### src/rtl/fetch_unit_if.sv
// Fetch-side bundle: instruction-memory request/response and the decode hand-off.
// The master modport is the fetch unit; the slave modport is memory plus decode.
interface fetch_unit_if;
  logic        imem_req;
  logic [15:0] imem_addr;
  logic        imem_ack;
  logic [15:0] imem_data;
  logic [15:0] inst_out;
  logic [15:0] pc_plus2_out;
  logic        inst_valid;
  logic        inst_ready;
  logic        redirect;
  logic [15:0] redirect_pc;
  logic [15:0] pc_q;
  logic        halt;

  modport master (
    output imem_req, imem_addr, inst_out, pc_plus2_out, inst_valid, pc_q, halt,
    input  imem_ack, imem_data, inst_ready, redirect, redirect_pc
  );

  modport slave (
    input  imem_req, imem_addr, inst_out, pc_plus2_out, inst_valid, pc_q, halt,
    output imem_ack, imem_data, inst_ready, redirect, redirect_pc
  );
endinterface

### src/rtl/fetch_unit.sv
// Single-entry instruction fetch: request one word, hold it for decode, then fetch the next.
// Redirects replace the PC and drop any buffered word; an accepted HLT parks the unit until reset.
module fetch_unit #(
  parameter logic [15:0] RESET_PC = 16'h0000
) (
  input  logic          clk,
  input  logic          rst,
  fetch_unit_if.master  bus
);

  typedef enum logic [1:0] {FETCH, HOLD, HALTED} state_t;

  state_t      r_state;
  state_t      w_state_nxt;
  logic [15:0] r_pc;
  logic [15:0] w_pc_nxt;
  logic [15:0] r_inst;
  logic [15:0] w_inst_nxt;
  logic [15:0] r_pc2;
  logic [15:0] w_pc2_nxt;
  logic [15:0] w_redirect_pc;

  function automatic logic [15:0] pc_inc(input logic [15:0] pc);
    return pc + 16'd2;
  endfunction

  // Instructions are halfword aligned, so bit 0 of a redirect target is discarded.
  assign w_redirect_pc = bus.redirect_pc & 16'hFFFE;

  always_ff @(posedge clk or posedge rst) begin
    if (rst) begin
      r_state <= FETCH;
      r_pc    <= RESET_PC;
      r_inst  <= 16'h0000;
      r_pc2   <= 16'h0000;
    end else begin
      r_state <= w_state_nxt;
      r_pc    <= w_pc_nxt;
      r_inst  <= w_inst_nxt;
      r_pc2   <= w_pc2_nxt;
    end
  end

  always_comb begin
    w_state_nxt = r_state;
    w_pc_nxt    = r_pc;
    w_inst_nxt  = r_inst;
    w_pc2_nxt   = r_pc2;
    unique case (r_state)
      FETCH: begin
        if (bus.redirect) begin
          w_pc_nxt = w_redirect_pc;
        end else if (bus.imem_ack) begin
          w_inst_nxt  = bus.imem_data;
          w_pc2_nxt   = pc_inc(r_pc);
          w_pc_nxt    = pc_inc(r_pc);
          w_state_nxt = HOLD;
        end
      end
      HOLD: begin
        // Redirect wins even over accepting an HLT sitting in the buffer.
        if (bus.redirect) begin
          w_pc_nxt    = w_redirect_pc;
          w_state_nxt = FETCH;
        end else if (bus.inst_ready) begin
          w_state_nxt = (r_inst[15:12] == 4'hF) ? HALTED : FETCH;
        end
      end
      HALTED: w_state_nxt = HALTED;
      default: w_state_nxt = FETCH;
    endcase
  end

  assign bus.imem_req     = (r_state == FETCH);
  assign bus.imem_addr    = r_pc;
  assign bus.inst_valid   = (r_state == HOLD);
  assign bus.halt         = (r_state == HALTED);
  assign bus.inst_out     = r_inst;
  assign bus.pc_plus2_out = r_pc2;
  assign bus.pc_q         = r_pc;

endmodule

### src/flat_wrapper.sv
// flat-port wrapper written by rule: the top's interface ports become plain ports
module fetch_unit_flat 
#(
  parameter logic [15:0] RESET_PC = 16'h0000
)
  (clk, rst, bus_imem_req, bus_imem_addr, bus_inst_out, bus_pc_plus2_out, bus_inst_valid, bus_pc_q, bus_halt, bus_imem_ack, bus_imem_data, bus_inst_ready, bus_redirect, bus_redirect_pc);
  fetch_unit_if bus_i ();
  input  logic clk;
  input  logic rst;
  output wire logic [$bits(bus_i.imem_req)-1:0] bus_imem_req;
  output wire logic [$bits(bus_i.imem_addr)-1:0] bus_imem_addr;
  output wire logic [$bits(bus_i.inst_out)-1:0] bus_inst_out;
  output wire logic [$bits(bus_i.pc_plus2_out)-1:0] bus_pc_plus2_out;
  output wire logic [$bits(bus_i.inst_valid)-1:0] bus_inst_valid;
  output wire logic [$bits(bus_i.pc_q)-1:0] bus_pc_q;
  output wire logic [$bits(bus_i.halt)-1:0] bus_halt;
  input wire logic [$bits(bus_i.imem_ack)-1:0] bus_imem_ack;
  input wire logic [$bits(bus_i.imem_data)-1:0] bus_imem_data;
  input wire logic [$bits(bus_i.inst_ready)-1:0] bus_inst_ready;
  input wire logic [$bits(bus_i.redirect)-1:0] bus_redirect;
  input wire logic [$bits(bus_i.redirect_pc)-1:0] bus_redirect_pc;
  assign bus_imem_req = bus_i.imem_req;
  assign bus_imem_addr = bus_i.imem_addr;
  assign bus_inst_out = bus_i.inst_out;
  assign bus_pc_plus2_out = bus_i.pc_plus2_out;
  assign bus_inst_valid = bus_i.inst_valid;
  assign bus_pc_q = bus_i.pc_q;
  assign bus_halt = bus_i.halt;
  assign bus_i.imem_ack = bus_imem_ack;
  assign bus_i.imem_data = bus_imem_data;
  assign bus_i.inst_ready = bus_inst_ready;
  assign bus_i.redirect = bus_redirect;
  assign bus_i.redirect_pc = bus_redirect_pc;
  fetch_unit #(.RESET_PC(RESET_PC)) u_core (.clk(clk), .rst(rst), .bus(bus_i));
endmodule
### config.mk
export PLATFORM = sky130hd
export DESIGN_NAME = fetch_unit_flat
export DESIGN_NICKNAME = d
export VERILOG_FILES = /design/src/rtl/fetch_unit_if.sv /design/src/rtl/fetch_unit.sv /design/src/flat_wrapper.sv
export SDC_FILE = /design/constraint.sdc
export NUM_CORES = 1
export LEC_CHECK = 0
export CAP_MARGIN = 40
export CORE_MARGIN = 2
export CORE_UTILIZATION = 35
export DETAILED_ROUTE_END_ITERATION = 12
export GPL_TIMING_DRIVEN = 0
export HOLD_SLACK_MARGIN = 0.12
export PLACE_DENSITY = 0.68
export SLEW_MARGIN = 20
export SYNTH_ARGS = -nofsm -noshare
export SYNTH_HDL_FRONTEND = slang
export SYNTH_SLANG_ARGS = --single-unit
### constraint.sdc
create_clock -name clk -period 2.55 [get_ports clk]
set_clock_uncertainty 0.2 [all_clocks]
set_input_delay 0.255 -clock clk [delete_from_list [all_inputs] [get_ports clk]]
set_output_delay 0.255 -clock clk [all_outputs]
set_load 0.005 [all_outputs]
== Yosys cells after proc, flatten, opt, wreduce, memory -nomap -nowiden ==
Cells that the tools add are included.

* Bits in registers: 50
* Bits in latches: 0
* RAM bits: 0
* ROM bits: 0
* Input port bits: 37
* Memories: 0

* $add $sub $neg: 1
* $mul: 0
* Div/mod/pow operators: 0
* Magnitude comparators: 0
* Equality and inequality tests: 8
* Shift-type cells: 0
* Muxes and demuxes: 10
* Bitwise gates (word level): 1
* Reductions and logical operators: 5

{| class="wikitable"
|+ Operators by type and width
! kind !! number
|-
| two-way mux 16 bit || 3
|-
| case mux 16 bit (2 select lines) || 1
|-
| adder 16 x 2 -> 16 bit (second input constant) || 1
|-
| two-way mux 2 bit || 5
|-
| AND reduction 3 bit || 3
|-
| != test 3 x 1 -> 1 bit (second input constant) || 2
|-
| case mux 2 bit (3 select lines) || 1
|-
| equality test 4 bit (second input constant) || 1
|-
| != test 2 x 1 -> 1 bit (second input constant) || 2
|-
| equality test 2 x 1 -> 1 bit (second input constant) || 1
|-
| equality test 2 bit (second input constant) || 1
|-
| zero test 2 bit || 1
|-
| != test 2 bit (second input constant) || 1
|-
| nonzero test 2 bit || 1
|-
| inverter 1 bit || 1
|}

== Depth between registers and ports, before layout ==
Gate-level depths: netlist of the first run.

* Word-level depth: 5
* Mapped depth: 7

== Worst setup path after synthesis of the first run ==
OpenSTA, ideal clock, no wires.

* Path type: register to register
* Start: reg u_core.r_pc[1] (netlist: u_core.bus.imem_addr[1])
* End: reg u_core.r_pc[13] (netlist: u_core.bus.imem_addr[13])
* Library setup time: 0.079 ns
* Arrival time: 1.495 ns
* Data required time: 2.271 ns
* Slack: 0.776 ns
* Stages on the path, launching flop included: 7
* Cell sequence: dfrtp_1 > ha_1 > and3_1 > clkbuf_1 > nand4_1 > a21oi_1 > a2bb2oi_1

* Word-level cells in the longest chain between the ends: 4

{| class="wikitable"
|+ RTL lines
! element !! RTL line !! RTL
|-
| from (decl) || fetch_unit.sv:15 || <nowiki>logic [15:0] r_pc;</nowiki>
|-
| from (signal assigned) || fetch_unit.sv:38 || <nowiki>r_pc <= w_pc_nxt;</nowiki>
|-
| adder 16 x 2 -> 16 bit || fetch_unit.sv:24 || <nowiki>return pc + 16'd2;</nowiki>
|-
| two-way mux 16 bit || fetch_unit.sv:53 || <nowiki>end else if (bus.imem_ack) begin</nowiki>
|-
| two-way mux 16 bit || fetch_unit.sv:51 || <nowiki>if (bus.redirect) begin</nowiki>
|-
| case mux 16 bit (2 select lines) || fetch_unit.sv:49 || <nowiki>unique case (r_state)</nowiki>
|}

No other way between the ends. The select of a mux whose other input is x is not followed.
A chain may end at the register's enable or synchronous reset.

== Final worst setup path of the first run ==
* Start: reg u_core.r_state[1]
* End: out bus_inst_valid

* Word-level cells in the longest chain between the ends: 1

{| class="wikitable"
|+ RTL lines
! element !! RTL line !! RTL
|-
| from (decl) || fetch_unit.sv:13 || <nowiki>state_t r_state;</nowiki>
|-
| from (signal assigned) || fetch_unit.sv:37 || <nowiki>r_state <= w_state_nxt;</nowiki>
|-
| equality test 2 x 1 -> 1 bit || fetch_unit.sv:76 || <nowiki>assign bus.inst_valid = (r_state == HOLD);</nowiki>
|-
| to (decl) || flat_wrapper.sv:14 || <nowiki>output wire logic [$bits(bus_i.inst_valid)-1:0] bus_inst_valid;</nowiki>
|}

No other way between the ends.

==> results.toml, run 1 <==
[drt]
vias = 2352
detail-route-antenna-nets = 0
wl_um = 6870
drt_iter0_markers = 122
wl_per_cell_um = 14.3
vias_per_cell = 4.89
dr.pass1.iters = 4
remaining_drc_errors = 0

[sta]
final_max_slew_viol_count = 0
max_freq_mhz = 454
layout_min_cycle_time_ns = 2.20
finalSetupTns_ns = 0
hold_viol = 0
setup_viol_count_final = 0
rsz0062_at_grt = "no"
worst_slew_pin_slew_ns = 0.635
finalCritPeriodShare_pct = 86.3
maxSlewHeadroom_pct = 57.4

[power]
p_clk_share_pct = 17.5
power_density_mw_per_mm2 = 672
swShare_pct = 30.2
vdd_ir_drop_max_mv = 0.329
p_leak_nw = 1.61
power_switching_mw = 0.748
power_frac_seq_pct = 43.8
internal-power_mw = 1.73
power_mw = 2.48
comb_power_share_pct = 38.8

[clock_tree]
numCtsBuffers = 5
cts_resized = 0
cts.clk_slew.worst_paths_ns = 0.08
clock_latency_ns = 0.30
htreeDepth = 2
cts_tree = "done"
cts.sinks = 48
cts_buffer_depth = 2
cts_root_buffer = "clkbuf_8"

[logic_synthesis]
synth_edf_count = 0
synth-simple-area-share_pct = 22.5
synth_xor_xnor_area_share_pct = 3.90
synth_top_family_by_area = "simple AND/OR/NAND/NOR gates"
synth_cell_type_count = 42
async_reset_ff_share_pct = 100
ys.flop_type = "dfrtp_1"
synthMuxAreaShare_pct = 0.405
synthCells = 276
yosysWarnings = 0
synth_area_mm2 = 0.00247
synth_area_per_cell_um2 = 8.94
yosysSeqAreaShare_pct = 48.7
synth_adder_area_share_pct = 0.507
ys_ff_latch = 48
synth_compound_area_share_pct = 14.3

[critical_path]
endpoint_kind = "output port"
reg2reg_to = "u_core.bus.imem_addr[13]$_DFFE_PP0P_"
cp.arrival_ns = 1.75
cp_max_fo = 9
critPathKind = "flop to output port"
regToRegSetupSlack_ns = 0.37
reg2reg_depth = 6
rr_startpoint = "u_core.bus.imem_addr[1]$_DFFE_PP0P_"
cp.required_ns = 2.10
startpoint_type = "flop"

[cells_and_area]
layout_commonest_cell = "clkdlybuf4s50_1"
post-route-cell-area_mm2 = 0.00369
num_antenna_cells = 0
utilization_pct = 54.3
final_layout_size_suffix_gt1_share_pct = 8.83
final_cell_mix = "clkdlybuf4s50_1 (98), nand2_1 (71), dfrtp_1 (48)"
area_delta_synth_final_pct = 49.6
finalNetCount = 423

[placement]
portBuffers = 98
gp_congestion = 0.775
hpwl_um = 5060
dpl_cell_area_mm2 = 0.00360

[die]
rows = 30
ios = 104
core_mm2 = 0.00679
initial_core_util_pct = 36.3
die_area_mm2 = 0.00774
die_height_um = 88.0
die_w_um = 88.0

[global_routing]
grt_max_degree = 28
grt_pass1_wl_um = 11100
grt.total_usage_pct = 18.5
antenna_found_initial = 0
grt_pass1_vias = 2257
grt-ovfl-total = 0

[run]
drv_cap = 0

[min_path]
hold_path.class = "input port to async pin"

[outcome]
status = "finished clean"
## cell families (layout without fill, tap and decap cells)
kind of cell / count (synthesis) / in the layout
other: 1 / 3
multiplexers: 1 / 1
flip-flops: 48 / 48
XOR/XNOR: 11 / 11
adder cells (fa/ha/maj): 1 / 1
AO/OA/AOI/OAI: 55 / 55
buffers and inverters: 42 / 149
AND/OR/NAND/NOR: 117 / 117
## through the flow
stage	std cells	setup WS [ns]	hold slack [ns]
finish	481	0.349	0.143
global route	481	0.219	0.207
CTS	481	0.349	0.163
detailed placement	473	0.210	0.262
global placement	472	-0.0726	0.257
floorplan	278	0.776	0.153
## layout make-up
| class | instances | area (um2) |
|---|---|---|
| clock buffer | 6 | 72.6 |
| timing repair buffer | 100 | 1020 |
| tap | 96 | 120 |
| inverter | 5 | 18.8 |
| buffer | 37 | 219 |
| sequential | 48 | 1200 |
| multi-input combinational | 188 | 1040 |
| clock inverter | 1 | 5.00 |
| fill | 646 | 3100 |
## metal layers
layer,wire [um],share of wire [%],global-route usage (%)
met5,0,0,0
met4,63,0.92,5.59
met3,683,9.9,6.69
met2,3210,47,29.9
met1,2910,42,23.2
## flip-flops by register name (all words and copies together) (netlist names)
| name | cells |
|---|---|
| u_core.bus.inst_out | 16 |
| u_core.r_state | 2 |
| u_core.bus.imem_addr | 15 |
| u_core.bus.pc_plus2_out | 15 |
## worst max-delay path by stage
| stage | start | to |
|---|---|---|
| after floorplan | u_core.bus.imem_addr[1]$_DFFE_PP0P_ | u_core.bus.imem_addr[13]$_DFFE_PP0P_ |
| after global placement | rst | u_core.bus.imem_addr[11]$_DFFE_PP0P_ |
| after detailed placement | bus_imem_ack | u_core.bus.imem_addr[15]$_DFFE_PP0P_ |
| after CTS | u_core.r_state[1]$_DFFE_PP0P_ | bus_inst_valid |
| after global routing | bus_redirect | u_core.bus.imem_addr[15]$_DFFE_PP0P_ |
| final | u_core.r_state[1]$_DFFE_PP0P_ | bus_inst_valid |
## power by group through the flow
stage	Sequential, mW	Clock [mW]	Combinational (mW)
final	1.09	0.433	0.961
after global routing	1.12	0.479	1.05
after CTS	1.09	0.449	0.974
after detailed placement	1.10	0	0.968
after global placement	1.09	0	0.950
after floorplan	1.09	0	0.379
## critical path, cell delays in order, from the launching register on
cell and delay (ns):
dfrtp_1 0.41, nand2b_1 0.14, buf_2 0.17, inv_2 0.17, clkdlybuf4s50_1 0.55
## what timing repair did
| item | in CTS | in global routing |
|---|---|---|
| buffers inserted | 0 | 0 |
| hold endpoints to repair | 1 | 0 |
| hold buffers | 1 | 0 |
## cells in the mapped netlist, types with 2 or more instances
| library cell | count | area (um2) |
|---|---|---|
| a21oi_1 | 10 | 50.1 |
| a22oi_1 | 3 | 22.5 |
| a2bb2oi_1 | 3 | 26.3 |
| a32oi_1 | 3 | 26.3 |
| and2_1 | 3 | 18.8 |
| and3_1 | 4 | 25.0 |
| and4_1 | 5 | 43.8 |
| buf_2 | 4 | 20.0 |
| buf_4 | 18 | 135 |
| clkbuf_1 | 13 | 48.8 |
| dfrtp_1 | 48 | 1200 |
| inv_1 | 4 | 15.0 |
| nand2_1 | 71 | 267 |
| nand3_1 | 12 | 60.1 |
| nand3b_1 | 2 | 15.0 |
| nand4_1 | 4 | 25.0 |
| nor2_1 | 5 | 18.8 |
| nor3_1 | 4 | 20.0 |
| nor4b_1 | 2 | 17.5 |
| o21ai_0 | 18 | 90.1 |
| o22a_1 | 2 | 17.5 |
| o22ai_1 | 4 | 25.0 |
| o2bb2ai_1 | 5 | 43.8 |
| o31ai_1 | 2 | 15.0 |
| xnor2_1 | 6 | 52.6 |
| xor2_1 | 5 | 43.8 |
No activity file was read; power rests on OpenSTA's default activity.
==> run 2, diff against run 1 <==
Settings changed: CTS_CLUSTER_DIAMETER from default to 50, HOLD_SLACK_MARGIN 0.12 to 0.06, PLACE_DENSITY 0.68 to default, PLACE_DENSITY_LB_ADDON from default to 0.3.
==> run 2 against run 1 <==
Effect of this change: global-route usage is 0.33 points higher; critical path type unchanged; largest cell class unchanged; worst setup slack worse by 0.012 ns; sequential power hardly changed; total power is 5.9% higher; routed wire length is 0.58% higher; count of clock-buffer cells in the layout is 1 lower; largest power group unchanged; non-clock buffer count stayed put.
==> results.toml, run 2 (synthesis gave the netlist of run 1 again) <==
[critical_path]
cp_max_fo = 9
path_delay_family = "buffers and inverters"
endpoint_kind = "output port"
cp.required_ns = 2.10
cp_slowest_cell = "clkdlybuf4s50_1"
cp.arrival_ns = 1.76
critPathMaxStageDelay_ns = 0.54
critPathBufInv = 3
crit_chain = "nand2b_1 -> buf_2 -> inv_2 -> clkdlybuf4s50_1"
startpoint_type = "flop"
critPathKind = "flop to output port"
critical_path.startpoint = "u_core.r_state[1]$_DFFE_PP0P_"
rr_startpoint = "u_core.bus.imem_addr[1]$_DFFE_PP0P_"

[sta]
final_max_slew_viol_count = 0
layout_min_cycle_time_ns = 2.21
setup_viol_count_final = 0
hold_viol = 0
rsz0062_at_grt = "no"
max_freq_mhz = 452
worst_slew_pin_slew_ns = 0.635
finalCritPeriodShare_pct = 86.8
maxSlewHeadroom_pct = 57.4

[cells_and_area]
final_cell_mix = "clkdlybuf4s50_1 (98), nand2_1 (71), dfrtp_1 (48)"
largest_reg_flops = 16
layout_commonest_cell = "clkdlybuf4s50_1"
post-route-cell-area_mm2 = 0.00372
num_antenna_cells = 0
utilization_pct = 54.8
finalNetCount = 423
final_layout_size_suffix_gt1_share_pct = 9.33
fillers = 657
area_delta_synth_final_pct = 50.8

[power]
power_density_mw_per_mm2 = 705
vdd_ir_drop_max_mv = 0.271
p_leak_nw = 1.62

[clock_tree]
htreeDepth = 2
cts_buffer_depth = 2
cts.sinks = 48
cts.clk_slew.worst_paths_ns = 0.10
cts_setup_buffers = 0
cts_root_buffer = "clkbuf_8"
cts_tree = "done"
numCtsBuffers = 5
clock_latency_ns = 0.31

[placement]
gp_congestion = 0.850
portBuffers = 98
dpl_cell_area_mm2 = 0.00360
hpwl_um = 5020

[drt]
remaining_drc_errors = 0
drt_iter0_markers = 141
wl_um = 6910
detail-route-antenna-nets = 0
vias_per_cell = 4.90
vias = 2364
wl_per_cell_um = 14.3
dr.pass1.iters = 4

[global_routing]
grt.total_usage_pct = 18.8
grtUsageMet2_pct = 31.7
antenna_found_initial = 0
grt.busiest_layer = "met2"
use_met3_pct = 6.60
grt_pass1_vias = 2338
grt_max_degree = 33
grt_pass1_wl_um = 11300
grt-ovfl-total = 0
grtUsageMet1_pct = 22.7

[run]
drv_cap = 0

[die]
die_height_um = 88.0
initial_core_util_pct = 36.3
core_mm2 = 0.00679
die_w_um = 88.0
die_area_mm2 = 0.00774
ios = 104
rows = 30

[outcome]
status = "finished clean"

[min_path]
hold_path.class = "input port to flop"
hp-start = "bus_redirect"
[run 2: changes by cell type in the layout (fill, tap and decap cells not counted)]
cell,previous run,this run
clkinv_2,1,0
buf_12,0,1
clkinvlp_4,0,1
clkbuf_1,14,13
buf_16,1,0
bufinv_16,0,1
inv_6,0,1
[run 2: routing by layer]
metal  share of wire (%)  wire [um]
met5                   0          0
met4                 1.2         80
met3                 8.6        592
met2                  48       3350
met1                  42       2880
[run 2: worst paths after layout]
| kind | end | slack, ns | cells after the start |
|---|---|---|---|
| setup reg to reg | u_core.bus.imem_addr[13]$_DFFE_PP0P_ | 0.39 | 6 |
| hold / removal | u_core.bus.imem_addr[5]$_DFFE_PP0P_ | 0.10 | 4 |
| hold reg to reg | u_core.bus.inst_out[5]$_DFFE_PP0P_ | 0.28 | 2 |
| max in group asynchronous | u_core.bus.pc_plus2_out[14]$_DFFE_PP0P_ | 1.06 | 4 |
| setup / recovery | bus_inst_valid | 0.34 | 4 |
| min in group asynchronous | u_core.bus.inst_out[2]$_DFFE_PP0P_ | 0.59 | 3 |
[run 2: final cells by class]
type / instances / area [um2] / area share [%]
sequential: 48 / 1200 / 32.3
multi-input combinational: 188 / 1040 / 27.9
timing repair buffer: 100 / 1010 / 27.2
buffer: 37 / 219 / 5.88
tap: 96 / 120 / 3.23
clock buffer: 5 / 68.8 / 1.85
clock inverter: 3 / 46.3 / 1.24
inverter: 5 / 18.8 / 0.504
[run 2: through the flow]
step | setup TNS, ns | power [mW] | setup WS, ns | cells | hold WS (ns)
6_report | 0 | 2.63 | 0.337 | 482 | 0.100
3_3_place_gp | -3.50 | 2.04 | -0.0747 | 472 | 0.257
4_1_cts | 0 | 2.66 | 0.321 | 482 | 0.0924
2_1_floorplan | 0 | 1.47 | 0.776 | 278 | 0.153
3_5_place_dp | 0 | 2.07 | 0.171 | 473 | 0.262
5_1_grt | 0 | 2.80 | 0.229 | 482 | 0.101
[run 2: power breakdown]
group	switching, mW	internal [mW]
Sequential	0.155	0.928
Clock	0.286	0.296
Combinational	0.346	0.615
Total	0.787	1.84
[run 2: timing repair]
item / 4_1_cts / 5_1_grt
gates resized for setup: 0 / 0
endpoints found under the hold margin: 16 / 0
hold buffers: 1 / 0
[run 2: worst register-to-register path: cells and delay by family, from the launching register on]
| family | cells | cell delay [ns] |
|---|---|---|
| AND/OR/NAND/NOR | 2 | 0.42 |
| buffers and inverters | 1 | 0.33 |
| flip-flops | 1 | 0.50 |
| adder cells (fa/ha/maj) | 1 | 0.27 |
| AO/OA/AOI/OAI | 2 | 0.37 |
==> patch: new RTL, config.mk and constraints of run 1 <==
Re-encode `state_t` (3 states) as one-hot, 3 bits wide.
--- a/src/rtl/fetch_unit.sv
+++ b/src/rtl/fetch_unit.sv
@@ -10,3 +10,3 @@
 
-  typedef enum logic [1:0] {FETCH, HOLD, HALTED} state_t;
+  typedef enum logic [2:0] {FETCH = 3'b001, HOLD = 3'b010, HALTED = 3'b100} state_t;
 
Function: no difference found for any inputs over 10 cycles, from zero or initial values and one cycle with rst high; not proved beyond that.
==> patch against run 1 <==
  * Non-clock buffer count shrank 2
  * Area after synthesis is 4.9% higher
  * Synthesized cell count fell by 12%
  * Sequential power increased by 12%
  * Largest power group is now combinational cells
  * Cell area is 4.5% higher
  * Critical path type unchanged
  * Sequential cell count increased by 1
  * First-iteration DRC count up 48%
  * Global-route usage decreased by 1.8 points
  * Setup slack worse by 0.15 ns
  * Die area up 4.7%
  * Combinational power grew 37%
  * Final cell count down 5.8%
  * Wire length is 0.87% lower
  * Total power up 26%
==> patch: results (changes against run 1) <==
| Metric | Value |
|---|---|
| Status | complete, no violations |
| Layout fillers | 696 (+7.7%) |
| Fraction of final layout cells sized beyond drive strength 1 | 18.64% (+9.8 points) |
| Proportion of cell area occupied by multi-input gates | 29.12% (+1.0 points) |
| Dpl cell area | 0.003732 mm2 (+3.5%) |
| Area of the core | 0.007214 mm2 (+6.2%) |
| Final WL | 6805 um (-0.87%) |
| Post-route cell area | 0.003859 mm2 (+4.5%) |
| Port buffer count | 99 (+1.0%) |
| Synth top cells by count | 48 x dfrtp_1, 19 x buf_4, 19 x nand2_1, 19 x o21ai_0, 17 x mux2_2 |
| Leakage dissipation | 1.567 nW (-2.4%) |
| Clock tree root buffer cell | clkbuf_8 |
| Layout buffer count excluding clock buffers | 135 (-1.5%) |
| Hold Crit Class | reg -> reg |
| Maximum vdd ir drop | 293.2 uV (-11%) |
| Vias in the first global route | 2219 (-1.7%) |
| Total instance count after detailed placement | 444 (-6.1%) |
| Slowest stage delay, CP | 0.51 ns (-0.04 ns) |
| Clock network area share | 3.016% (+0.91 points) |
| Data arrival time of the critical path | 1.89 ns (+0.14 ns) |
| CP max FO | 8 (-1) |
| Power in sequential cells | 1.22 mW (+12%) |
| Fraction of area in non-clock buffers | 32.33% (-1.2 points) |
| Total routing usage reported by global routing | 16.64% (-1.8 points) |
| Remaining max-slew budget at the tightest pin | 64.76% (+7.4 points) |
| Clock buffer cells | 7 (+1) |
| First-pass GRT wire length | 11070 um (-0.25%) |
| Cells after Synth | 243 (-12%) |
| Number of nets in the final layout | 391 (-7.6%) |
| Detailed-route vias per instance | 4.943 (+1.1%) |
| Seq area share | 31.81% (-0.72 points) |
| Iteration-0 DRC count of the detailed router | 180 (+48%) |
| Post-detail-place hpwl | 4921 um (-2.7%) |
| Layout multi-input combinational cell count | 158 (-16%) |
| Number of storage elements in the synthesis netlist | 49 (+2.1%) |
| Sequential cell area fraction in the yosys report | 47.39% (-1.3 points) |
| Total Power | 3.135 mW (+26%) |
| Routed length per placed instance | 15.02 um (+5.3%) |
patch: cell count changes after synthesis, moves of 4 or more:
cell | before | now
o22ai_1 | 4 | 8
a21oi_2 | 0 | 4
nand2_1 | 71 | 19
clkbuf_1 | 13 | 8
xor2_1 | 5 | 10
a2bb2oi_1 | 3 | 8
mux2_2 | 0 | 17
patch: logic make-up after synthesis:
group                    synth area share [%]
AND/OR/NAND/NOR                         13.24
XOR/XNOR                                4.396
AO/OA/AOI/OAI                           16.67
adder cells (fa/ha/maj)                0.4830
flip-flops                              47.39
buffers and inverters                   9.517
other                                  0.1448
multiplexers                            8.164
patch: path summary, 6_finish.rpt:
path / startpoint / endpoint / slack [ns] / cells after the start
setup / recovery: u_core.r_state[2]$_DFFE_PP0P_ / bus_inst_valid / 0.20 / 4
hold / removal: u_core.bus.pc_plus2_out[7]$_DFFE_PP0P_ / u_core.bus.pc_plus2_out[7]$_DFFE_PP0P_ / 0.28 / 2
setup reg to reg: u_core.r_state[0]$_DFFE_PP1P_ / u_core.bus.inst_out[0]$_DFFE_PP0P_ / 0.44 / 4
hold reg to reg: u_core.bus.pc_plus2_out[7]$_DFFE_PP0P_ / u_core.bus.pc_plus2_out[7]$_DFFE_PP0P_ / 0.28 / 2
max in group asynchronous: rst / u_core.bus.imem_addr[2]$_DFFE_PP0P_ / 1.01 / 4
min in group asynchronous: rst / u_core.bus.inst_out[5]$_DFFE_PP0P_ / 0.62 / 3
patch: metal layers:
metal	share of wire [%]	routed length [um]	GRT usage, %
met1	45	3044	21.75
met2	48	3291	27.44
met3	6.2	424	4.778
met4	0.65	44	3.718
met5	0	0	0
patch: tightest hold or removal path, stage by stage, from the launching register on:
cell	delay [ns]
dfrtp_1	0.35
nand2_1	0.04
o21ai_0	0.05
